==> config.mk <==
export PLATFORM = sky130hd
export DESIGN_NAME = pipe_stage_buf
export DESIGN_NICKNAME = d
export VERILOG_FILES = /design/src/rtl/pipe_stage_buf.sv
export SDC_FILE = /design/constraint.sdc
export NUM_CORES = 1
export LEC_CHECK = 0
export CORE_ASPECT_RATIO = 1.25
export CORE_MARGIN = 3
export CORE_UTILIZATION = 50
export CTS_CLUSTER_SIZE = 40
export DETAILED_ROUTE_END_ITERATION = 8
export PLACE_DENSITY_LB_ADDON = 0.08
export SLEW_MARGIN = 10
export SYNTH_ARGS = -nofsm -noshare
export SYNTH_HDL_FRONTEND = slang
export SYNTH_SLANG_ARGS = --single-unit
export TNS_END_PERCENT = 1
==> constraint.sdc <==
create_clock -name clk -period 2.3 [get_ports clk]
set_input_delay 0.46 -clock clk [delete_from_list [all_inputs] [get_ports clk]]
set_output_delay 0.46 -clock clk [all_outputs]
set_load 0.005 [all_outputs]
==> src/rtl/pipe_stage_buf.sv <==
// Elastic pipeline stage: a DEPTH-entry FIFO of {payload, exception vector} with
// valid/ready on both sides, synchronous flush, output hold and exception blocking.
module pipe_stage_buf #(
  parameter  int DATA_W = 32,
  parameter  int EXC_W  = 9,
  parameter  int DEPTH  = 2,
  localparam int CNT_W  = $clog2(DEPTH + 1)
) (
  input  logic              clk,
  input  logic              rst,
  input  logic              in_valid,
  output logic              in_ready,
  input  logic [DATA_W-1:0] in_data,
  input  logic [EXC_W-1:0]  in_exc,
  output logic              out_valid,
  input  logic              out_ready,
  output logic [DATA_W-1:0] out_data,
  output logic [EXC_W-1:0]  out_exc,
  input  logic              flush,
  input  logic              hold,
  output logic [CNT_W-1:0]  count,
  output logic              exc_block
);

  localparam int PTR_W = (DEPTH > 1) ? $clog2(DEPTH) : 1;
  localparam int ENT_W = DATA_W + EXC_W;

  logic [ENT_W-1:0] mem_reg [DEPTH];
  logic [PTR_W-1:0] wp_reg, wp_next;
  logic [PTR_W-1:0] rp_reg, rp_next;
  logic [CNT_W-1:0] count_reg, count_next;
  logic             exc_block_reg, exc_block_next;
  logic             push, pop;
  logic [ENT_W-1:0] head;

  // in_ready deliberately ignores out_ready so no combinational path crosses the stage.
  assign in_ready  = ~flush & ~exc_block_reg & (count_reg < CNT_W'(DEPTH));
  assign out_valid = (count_reg != '0);
  assign push      = in_valid & in_ready;
  assign pop       = out_valid & out_ready & ~hold & ~flush;

  assign head      = mem_reg[rp_reg];
  assign out_data  = head[ENT_W-1:EXC_W];
  assign out_exc   = head[EXC_W-1:0];
  assign count     = count_reg;
  assign exc_block = exc_block_reg;

  always_comb begin
    wp_next        = wp_reg;
    rp_next        = rp_reg;
    count_next     = count_reg;
    exc_block_next = exc_block_reg;
    if (flush) begin
      wp_next        = '0;
      rp_next        = '0;
      count_next     = '0;
      exc_block_next = 1'b0;
    end else begin
      // Only one excepting entry can be buffered, so popping any excepting head releases the block.
      if (pop) begin
        if (DEPTH > 1) rp_next = rp_reg + PTR_W'(1);
        if (|head[EXC_W-1:0]) exc_block_next = 1'b0;
      end
      if (push) begin
        if (DEPTH > 1) wp_next = wp_reg + PTR_W'(1);
        if (|in_exc) exc_block_next = 1'b1;
      end
      count_next = count_reg + CNT_W'(push) - CNT_W'(pop);
    end
  end

  always_ff @(posedge clk or negedge rst) begin
    if (!rst) begin
      wp_reg        <= '0;
      rp_reg        <= '0;
      count_reg     <= '0;
      exc_block_reg <= 1'b0;
    end else begin
      wp_reg        <= wp_next;
      rp_reg        <= rp_next;
      count_reg     <= count_next;
      exc_block_reg <= exc_block_next;
    end
  end

  // Storage is left untouched by flush; only reset clears it.
  for (genvar gi = 0; gi < DEPTH; gi++) begin : g_entry
    always_ff @(posedge clk or negedge rst) begin
      if (!rst) begin
        mem_reg[gi] <= '0;
      end else if (push && (wp_reg == PTR_W'(gi))) begin
        mem_reg[gi] <= {in_data, in_exc};
      end
    end
  end

endmodule
* Word-level counts from Yosys, hierarchy flattened
Cells that the tools add are included.
Word-level totals: output and inout bits 46, bits of input ports 47, bits in registers 87
Cells by class: reductions and logical operators 7, bitwise operators 11, add/subtract/negate cells 4, muxes and demuxes 13, $lt $le $gt $ge 2
Operators with widths (count):
- 2-to-1 mux 41 bit | 3
- OR reduction 9 bit | 2
- 2-to-1 mux 1 bit | 9
- AND 1 bit | 6
- nonzero test 2 bit | 3
- NOT 1 bit | 4
- adder 1 bit (second input constant) | 2
- adder 2 x 1 -> 2 bit | 1
- greater-or-equal comparator 2 bit (second input constant) | 1
- logical AND 1 bit | 2
- less-than comparator 2 bit (second input constant) | 1
- 2-to-1 mux 2 bit | 1
- NOT 1 -> 2 bit | 1
- subtractor 2 x 1 -> 2 bit | 1

* Logic depth before layout (Yosys ltp)
depth in word-level cells 10, depth in mapped cells 8, mapped depth without buffers 8

* Least setup slack after synthesis
OpenSTA, ideal clock, no wires.
kind reg2reg, start point reg count_reg[1] (netlist: count[1]), end point reg count_reg[0] (netlist: count[0]), required time 2.182 ns, stages on the path, launching flop included 8, buffers on the path 0, path slack 0.608 ns, clock period less this slack 1.692 ns, setup time 0.118 ns, data arrival time 1.574 ns, cell sequence dfrtp_1 nor2_1 nor3b_1 nor2b_1 ha_1 inv_1 ha_1 nor2b_1
Between the ends: longest elaborated chain between the ends 6, elaborated cells between the ends (all ways) 10, classes of those cells add/sub (2); order compare (1); mux (1); bitwise (5); reduce/logical (1)
Ends and longest elaborated chain:
- start: declaration | line 31 | logic [CNT_W-1:0] count_reg, count_next;
- start signal: assignment | line 81 | count_reg <= count_next;
- less-than comparator 2 bit or nonzero test 2 bit (tied branches) | line 37, 38
- AND 1 bit, on equally long branches | line 37, 40
- AND 1 bit, on equally long branches | line 39, 40
- adder 2 x 1 -> 2 bit or AND 1 bit (tied branches) | line 68, 40
- subtractor 2 x 1 -> 2 bit * | line 68 | count_next = count_reg + CNT_W'(push) - CNT_W'(pop);
- 2-to-1 mux 2 bit * | line 53 | if (flush) begin
- via count_next[0] | line 31
Mark *: on every way through the listed nets, which the timed path passes. The rest lies on a longest branch. A chain may end at the register's enable or synchronous reset.

* Final worst setup path
start point reg rp_reg, end point out out_exc[0]
Between the ends: longest elaborated chain between the ends 4
Ends and longest elaborated chain:
- start: declaration | line 30 | logic [PTR_W-1:0] rp_reg, rp_next;
- start signal: assignment | line 80 | rp_reg <= rp_next;
- NOT 1 -> 2 bit (implied by the code) | line 42 | assign head = mem_reg[rp_reg];
- 2-to-1 mux 41 bit (implied by the code) (3 in a row) | line 42
- end: declaration | line 18 | output logic [EXC_W-1:0] out_exc,
Every way passes these cells. The select of a mux whose other input is x is not followed.

==> results.py <==
metrics = {
    "placement": {
        "dp.cells": 437,
        "dpl.hpwl_um": 5390,
        "portBuffers": 92,
        "finalWeightedCongestion": 0.759,
    },
    "synth": {
        "seq_area_frac_synth": 0.554,
        "ys_top_cells_by_area": "dfrtp_1, mux2_2, mux2_1",
        "postSynthCellCount": 256,
        "syn_area_um2": 3930,
        "synth-edff-count": 0,
        "ys_async_sr_fraction": 1.00,
        "synth_top_area_frac": 0.554,
        "synth_nets": 305,
        "ys_ff_latch": 87,
        "yosysWarningCount": 0,
        "yosysTopAreaCell": "dfrtp_1",
        "synth_cell_types": 25,
        "synth_flop_cell": "dfrtp_1",
        "syn_area_per_cell_um2": 15.3,
    },
    "timing": {
        "final_hold_viol_count": 0,
        "slew_headroom": 0.682,
        "fin_crit_sh": 0.971,
        "report.final.slew_viol_count": 0,
        "fin_tns_setup_ps": 0,
        "report.final.setup_viol": 0,
        "worst_pin_slew_ps": 476,
        "finalCriticalPeriod_ps": 2230,
        "max_freq_mhz": 448,
        "clock_skew_ps": 7.46,
        "rsz0062_at_grt": "false",
    },
    "global_route": {
        "grt_usage": 0.186,
        "grt-ovfl-total": 0,
        "antenna_found_initial": 0,
        "grt_pass1_vias": 2661,
        "grt_pass1_wl_um": 13000,
        "grt_max_degree": 52,
    },
    "layout": {
        "num-fill-cells": 548,
        "nets": 405,
        "largest_reg_flops": 82,
        "post_route_cells_drive_above_1_share": 0.393,
        "instances_no_fill": 453,
        "areaGrowthSynthToFinish_pct": 32.7,
        "antenna_cells": 0,
    },
    "clock_tree": {
        "clock_sinks": 87,
        "path_clk_slew_ps": 80,
        "post_cts_buffers": 0,
        "cts-root-buf": "clkbuf_8",
        "cts_buffers": 9,
        "clock_path_buffers": 2,
        "cts_max_level": 3,
        "insertion_delay_ps": 350,
        "cts_tree": "yes",
    },
    "die": {
        "initial_utilization": 0.524,
        "rows": 35,
        "ios": 93,
        "die_h_um": 105,
        "die-area_um2": 8960,
        "core_region_area_um2": 7490,
        "die_x_um": 85.3,
    },
    "detailed_routing": {
        "dr.pass1.iters": 4,
        "vias_per_cell": 5.34,
        "drc": 0,
        "post_drt_wl_per_cell_um": 16.9,
        "num_vias": 2418,
        "drt_wl_total_um": 7660,
        "drt_iter0_drc": 40,
        "detail-route-antenna-nets": 0,
    },
    "worst_setup_path": {
        "crit_path_cell_trace": "buf_12, mux2_2, clkdlybuf4s50_1",
        "start_kind": "flip-flop",
        "slowest_stage": "clkdlybuf4s50_1",
        "cp.arrival_ps": 1770,
        "endpoint_kind": "output port",
        "cp_data_required_time_ps": 1840,
        "max_stage_delay_ps": 450,
        "path_class": "flip-flop to output port",
        "critPathMaxFanout": 24,
    },
    "power": {
        "p_per_area_nw_per_um2": 1020,
        "vdd_drop_max_mv": 0.589,
        "leakage_nw": 2.21,
    },
    "run_status": {
        "status": "finished, final reports clean",
    },
    "worst_hold_path": {
        "hold_path_class": "input port to asynchronous set/reset pin",
    },
    "run": {
        "drv_cap": 0,
    },
}
## power breakdown
part           switching, mW  total [mW]  internal, mW
Combinational          0.499        1.72          1.22
Sequential             0.313        2.44          2.12
Clock                  0.529        1.17         0.642
## layout by cell type (no fill, tap or decap), drive strengths merged
master and count:
nor4 4, a311o 1, dlymetal6s2s 1, clkinv 2
nor2b 2, clkbuf 11, nor3 3, mux2 123
xor2 2, inv 2, nor2 7, xnor2 2
buf 11, clkdlybuf4s50 90, nand2b 1, bufinv 2
nand3 2, clkinvlp 1, nand2 1, nor3b 1
nor4b 1, a31oi 1, dfrtp 87, ha 2
a21oi 1
## synth_stat cells (all sizes together), types with 2 or more instances
master	instances
mux2	123
dfrtp	87
buf	12
nor2	7
nor4	4
nor3	3
ha	2
inv	2
nand3	2
nor2b	2
xnor2	2
xor2	2
## cells by family (layout without fill, tap and decap cells)
| family | count (synthesis) | after routing | share of synthesized area |
|---|---|---|---|
| compound gates | 3 | 3 | 0.00542 |
| simple gates | 22 | 22 | 0.0414 |
| mux | 123 | 123 | 0.353 |
| buf+inv | 15 | 120 | 0.0309 |
| xor+xnor | 4 | 4 | 0.00892 |
| flops | 87 | 87 | 0.554 |
| fa+ha+maj | 2 | 2 | 0.00637 |
## worst paths after layout
path / startpoint / depth (start not counted) / slack [ps] / end
max in group asynchronous: rst / 2 / 1610 / rp_reg$_DFFE_PN0P_
worst min register to register: mem_reg[51]$_DFFE_PN0P_ / 1 / 490 / mem_reg[51]$_DFFE_PN0P_
min in group clk: mem_reg[51]$_DFFE_PN0P_ / 1 / 490 / mem_reg[51]$_DFFE_PN0P_
worst min-delay path: rst / 1 / 60 / mem_reg[25]$_DFFE_PN0P_
worst max register to register: count[1]$_DFF_PN0_ / 8 / 600 / count[1]$_DFF_PN0_
worst max-delay path: rp_reg$_DFFE_PN0P_ / 3 / 70 / out_exc[0]
## repair_timing
| item | in CTS | in global routing |
|---|---|---|
| resized for setup | 0 | 1 |
| hold buffers | 0 | 0 |
| endpoints found under the setup margin | 0 | 1 |
## final cells by class
| type | count | area, µm² | area share |
|---|---|---|---|
| Clock buffer | 11 | 141 | 0.0271 |
| Clock inverter | 5 | 81.3 | 0.0156 |
| Inverter | 2 | 7.51 | 0.00144 |
| Multi-Input combinational cell | 154 | 1630 | 0.313 |
| Sequential cell | 87 | 2180 | 0.418 |
| Tap cell | 92 | 115 | 0.0221 |
| Timing Repair Buffer | 102 | 1060 | 0.203 |
## metrics by stage
stage                     power [mW]  setup WS (ps)  instance area, µm²  utilization  hold slack [ps]
after floorplan                 3.32            608                3930            -              164
after global placement          4.15            123                4990        0.666              448
after detailed placement        4.22           91.7                4990        0.666              451
after CTS                       5.41           43.6                5210        0.696             55.8
after global routing            5.68           4.09                5210        0.696             73.7
final                           5.33           67.3                5210        0.696             55.1
## critical path: cells and delay by family (launching register included)
family	cells	cell delay [ps]
buffers and inverters	2	650
flip-flops	1	410
multiplexers	1	360
## layer usage
| layer | up-vias | routed length, µm | track usage |
|---|---|---|---|
| met5 | - | 0 | 0 |
| met4 | 0 | 115 | 0.0679 |
| met3 | 10 | 375 | 0.0489 |
| met2 | 61 | 3860 | 0.299 |
| met1 | 1231 | 3310 | 0.239 |
| li1 | 1116 | - | - |
(Power assumes the default switching activity.)
